===== src/rtl/rv32_mod_mem_arbiter.sv =====
// Two-port (instruction/data) arbiter onto a single external memory bus.
// Data wins by default; a streak limit guarantees instruction fetches make progress.
module rv32_mod_mem_arbiter #(
  parameter int TIMEOUT     = 255,
  parameter int DATA_STREAK = 4
) (
  input  logic        clk,
  input  logic        reset,
  input  logic        i_req,
  input  logic [31:0] i_addr,
  output logic        i_ack,
  output logic        i_err,
  output logic [31:0] i_data,
  input  logic        d_req,
  input  logic        d_wr,
  input  logic [3:0]  d_be,
  input  logic [31:0] d_addr,
  input  logic [31:0] d_do,
  output logic        d_ack,
  output logic        d_err,
  output logic [31:0] d_di,
  output logic        mem_req,
  output logic        mem_wr,
  output logic [3:0]  mem_be,
  output logic [31:0] mem_addr,
  output logic [31:0] mem_do,
  input  logic        mem_ack,
  input  logic        mem_err,
  input  logic [31:0] mem_di,
  output logic        grant_d,
  output logic        busy
);

  localparam logic [3:0]  STREAK_MAX = 4'(DATA_STREAK);
  localparam logic [15:0] TMO_CNT    = 16'(TIMEOUT);
  localparam bit          TMO_EN     = (TIMEOUT != 0);

  typedef enum logic [1:0] {IDLE, BUSY_I, BUSY_D} state_t;

  state_t      r_state;
  state_t      w_next;
  logic [3:0]  r_streak;
  logic [15:0] r_cyc;
  logic        w_rsp;
  logic        w_tmo;
  logic        w_grant_i;
  logic        w_grant_d;
  logic        w_own_i;
  logic        w_own_d;

  assign w_rsp   = mem_ack | mem_err;
  assign w_own_i = (r_state == BUSY_I);
  assign w_own_d = (r_state == BUSY_D);

  always_comb begin
    w_next    = r_state;
    w_grant_i = 1'b0;
    w_grant_d = 1'b0;
    w_tmo     = 1'b0;
    case (r_state)
      IDLE: begin
        // Instruction side wins only when data is absent or has used its streak.
        if (i_req && (!d_req || (r_streak == STREAK_MAX))) begin
          w_grant_i = 1'b1;
          w_next    = BUSY_I;
        end else if (d_req) begin
          w_grant_d = 1'b1;
          w_next    = BUSY_D;
        end
      end
      BUSY_I, BUSY_D: begin
        w_tmo = TMO_EN && (r_cyc == TMO_CNT) && !w_rsp;
        if (w_rsp || w_tmo) w_next = IDLE;
      end
      default: w_next = IDLE;
    endcase
  end

  always_ff @(posedge clk or posedge reset) begin
    if (reset) begin
      r_state  <= IDLE;
      r_streak <= 4'd0;
      r_cyc    <= 16'd0;
      mem_req  <= 1'b0;
      mem_wr   <= 1'b0;
      mem_be   <= 4'd0;
      mem_addr <= 32'd0;
      mem_do   <= 32'd0;
    end else begin
      r_state <= w_next;
      if (w_grant_i) begin
        mem_req  <= 1'b1;
        mem_wr   <= 1'b0;
        mem_be   <= 4'hf;
        mem_addr <= i_addr;
        mem_do   <= 32'd0;
        r_streak <= 4'd0;
        r_cyc    <= 16'd0;
      end else if (w_grant_d) begin
        mem_req  <= 1'b1;
        mem_wr   <= d_wr;
        mem_be   <= d_be;
        mem_addr <= d_addr;
        mem_do   <= d_do;
        r_cyc    <= 16'd0;
        if (i_req) r_streak <= r_streak + 4'd1;
      end else if (r_state != IDLE) begin
        r_cyc <= r_cyc + 16'd1;
        if (w_next == IDLE) mem_req <= 1'b0;
      end
    end
  end

  // Error dominates when the bus flags ack and err together.
  assign i_ack  = w_own_i & mem_ack & ~mem_err;
  assign i_err  = w_own_i & (mem_err | w_tmo);
  assign d_ack  = w_own_d & mem_ack & ~mem_err;
  assign d_err  = w_own_d & (mem_err | w_tmo);
  assign i_data = i_ack ? mem_di : 32'd0;
  assign d_di   = d_ack ? mem_di : 32'd0;

  assign busy    = (r_state != IDLE);
  assign grant_d = w_own_d;

endmodule


===== config.mk =====
export PLATFORM = sky130hd
export DESIGN_NAME = rv32_mod_mem_arbiter
export DESIGN_NICKNAME = d
export VERILOG_FILES = /design/src/rtl/rv32_mod_mem_arbiter.sv
export SDC_FILE = /design/constraint.sdc
export NUM_CORES = 1
export LEC_CHECK = 0
export ABC_AREA = 1
export CORE_ASPECT_RATIO = 1.1
export CORE_MARGIN = 4
export CORE_UTILIZATION = 41
export DETAILED_ROUTE_END_ITERATION = 10
export GPL_TIMING_DRIVEN = 0
export PLACE_DENSITY = 0.91
export SYNTH_ARGS = -nofsm -noshare
export SYNTH_HDL_FRONTEND = slang
export SYNTH_SLANG_ARGS = --single-unit

===== constraint.sdc =====
create_clock -name clk -period 5.55 [get_ports clk]
set_clock_uncertainty 0.05 [all_clocks]
set_input_delay 0.8325 -clock clk [delete_from_list [all_inputs] [get_ports clk]]
set_output_delay 0.8325 -clock clk [all_outputs]
set_load 0.05 [all_outputs]

==> flow_metrics.py <==
metrics = {
    "power": {
        "p_int_mw": 2.20,
        "pwr-share-comb_pct": 59.1,
        "power.total_mw": 4.37,
        "irDropWorstVdd_mv": 0.397,
        "p_seq_share_pct": 26.0,
        "power.density_nw_per_um2": 548,
        "p_leak_nw": 3.70,
        "p_sw_mw": 2.17,
        "p_clk_share_pct": 14.9,
        "switching_share_pct": 49.6,
    },
    "worst_setup_path": {
        "path_cells": "clkdlybuf4s50_1, inv_1, nor3_1, inv_1, clkbuf_1, nor2_1, clkdlybuf4s50_1",
        "required_ns": 4.67,
        "reg2reg_setup_slack_ns": 3.35,
        "worst_path_max_delay_cell": "clkdlybuf4s50_1",
        "worstPathMaxFanout": 10,
        "arrival_ns": 3.13,
        "critical_path.endpoint_type": "output pin",
        "path_class": "primary input to output pin",
        "max_stage_delay_ns": 0.84,
        "startpoint_type": "primary input",
    },
    "detailed_routing": {
        "drt-pass1-iter-count": 4,
        "routedWlPerCell_um": 17.0,
        "antenna_left": 0,
        "drc": 0,
        "wirelength_um": 17000,
        "viasPerCell": 4.86,
        "vias": 4850,
        "drtIter0Drc": 314,
    },
    "synth": {
        "async_flop_share_pct": 100,
        "synth_area_sq_um": 4660,
        "ys_seq_area_share_pct": 49.4,
        "synth_cells": 552,
        "synth_top_area_cell": "dfrtp_1",
        "synth_edf_count": 0,
        "ys_types": 28,
        "syn_avg_cell_area_sq_um": 8.43,
        "synth_warnings": 0,
        "synth.area.top_cells": "dfrtp_1 49%, o21ai_0 8.4%, nor2_1 7.1%",
        "synth_top_area_share_pct": 49.4,
        "ys_ff_latch": 92,
        "synthesis.nets": 698,
        "synth_flop_cell": "dfrtp_1",
        "synth_common_cells": "92 x dfrtp_1, 88 x nor2_1, 79 x nand2_1",
        "yosysMostFrequentCell": "dfrtp_1",
    },
    "clocking": {
        "htree_levels": 3,
        "insertion_delay_ns": 0.35,
        "cts_tree": "yes",
        "cts_sinks": 92,
        "post_cts_resized": 0,
        "postCtsSetupBuffers": 0,
        "cts-root-buf": "clkbuf_16",
        "postCtsHoldBufs": 0,
        "cts.path.max_buffers": 2,
        "clk_pin_slew_ns": 0.07,
        "cts_buffers": 9,
    },
    "timing": {
        "final.setup.tns_ns": 0,
        "rsz0062_at_grt": "false",
        "max_slew_margin_pct": 56.3,
        "hold_viol": 0,
        "holdWs_ns": 0.423,
        "slew_violations": 0,
        "max_freq_mhz": 249,
        "final-setup-viol-count": 0,
        "post-route-min-period_ns": 4.01,
        "fin_crit_sh_pct": 72.3,
        "worst_slew_pin_slew_ns": 0.654,
        "layout_setup_ws_ns": 1.54,
    },
    "global_route": {
        "grt_pass1_wl_um": 25300,
        "grt-ovfl-total": 0,
        "antenna_found_initial": 3,
        "grt_pass1_vias": 4849,
        "grt_max_degree": 56,
        "grt_usage_pct": 25.5,
    },
    "min_path": {
        "hp-class": "flip-flop to flip-flop",
    },
    "floorplanning": {
        "core_sq_um": 11000,
        "die_area_sq_um": 13100,
        "core.rowCount": 40,
        "die_x_um": 110,
        "start_util_pct": 42.3,
        "die_y_um": 120,
        "io_pins": 279,
    },
    "placement": {
        "place_congestion": 0.829,
        "dp_slack_ns": 1.57,
        "dpl.hpwl_um": 13600,
        "io_buffers": 278,
    },
    "final_layout": {
        "nets": 988,
        "final_util_pct": 72.5,
        "fillCellCount": 830,
        "area_growth_pct": 71.4,
        "register_area_sq_um": 2300,
        "multiInputGateArea_sq_um": 1890,
        "layout-drive-gt1-share_pct": 8.74,
    },
    "run": {
        "drv_cap": 0,
    },
    "outcome": {
        "status": "finished, final reports clean",
    },
}
==> sequential cells by signal (all words and copies together) (netlist names) <==
| signal | cells |
|---|---|
| mem_wr | 1 |
| r_state | 2 |
| r_cyc | 16 |
| mem_do | 32 |
| mem_req | 1 |
| mem_addr | 32 |
| mem_be | 4 |
| r_streak | 4 |
==> per-stage QoR <==
step | cell area, sq um | instances
2_1_floorplan | 4660 | 552
3_3_place_gp | 7620 | 977
3_5_place_dp | 7650 | 978
4_1_cts | 7970 | 994
5_1_grt | 7980 | 997
6_report | 7980 | 997
==> final cells by class <==
| type | instances | area share (%) |
|---|---|---|
| clock buffer | 9 | 2.82 |
| antenna | 3 | 0.0941 |
| tap | 147 | 2.31 |
| buffer | 27 | 2.35 |
| multi-input combinational | 361 | 23.7 |
| inverter | 72 | 3.48 |
| clock inverter | 7 | 1.16 |
| timing repair buffer | 279 | 35.2 |
| sequential | 92 | 28.9 |
==> kinds of logic (layout without fill, tap and decap cells) <==
group | count (synthesis) | count (layout) | synth area share (%)
AO/OA/AOI/OAI | 126 | 126 | 16.4
XOR/XNOR | 2 | 2 | 0.376
flip-flops | 92 | 92 | 49.4
buffers and inverters | 99 | 394 | 9.94
adder cells (fa/ha/maj) | 7 | 7 | 1.88
AND/OR/NAND/NOR | 226 | 226 | 21.9
other | 0 | 3 | 0
==> power groups by stage <==
stage / clock [mW] / combinational [mW] / sequential (mW)
floorplan: 0 / 0.772 / 2.00
global placement: 0 / 2.54 / 1.12
detailed placement: 0 / 2.58 / 1.14
CTS: 0.661 / 2.60 / 1.13
global route: 0.691 / 2.72 / 1.17
finish: 0.651 / 2.58 / 1.14
==> placed cells by master (no fill, tap or decap), types with 2 or more instances in the layout <==
cell / n
a22o_1: 33
inv_4: 3
nand3_1: 14
o21a_1: 2
ha_1: 7
clkbuf_1: 14
o21ai_0: 78
dfrtp_1: 92
nand2_4: 2
clkdlybuf4s50_1: 278
nand2_1: 79
xor2_1: 2
a21oi_1: 11
buf_2: 5
clkbuf_16: 9
or2_2: 32
nor3_1: 4
nor2_8: 2
diode_2: 3
inv_1: 68
inv_6: 3
buf_8: 3
buf_6: 4
nand3_2: 2
nor2_1: 88
==> worst max-delay path: cells and delay by family <==
family                 cells  cell delay (ns)
buffers and inverters      5             1.80
AND/OR/NAND/NOR            2             0.50
==> final timing paths <==
path,start,endpoint,cells after the start
max,mem_ack,i_data[2],7
max reg2reg,r_state[0],mem_addr[16],8
min reg2reg,mem_req,mem_req,2
min,mem_req,mem_req,2
max in group asynchronous,reset,r_cyc[3],3
min in group asynchronous,reset,mem_addr[17],2
==> per-layer routing <==
layer	share of wire (%)	track usage, %	vias to the layer above
met4	3.3	11.6	0
met3	11	9.74	34
met5	0	0	-
met2	53	46.9	243
met1	33	24.3	2224
li1	-	-	2349
Note: power is estimated with default switching activity, not from simulation.
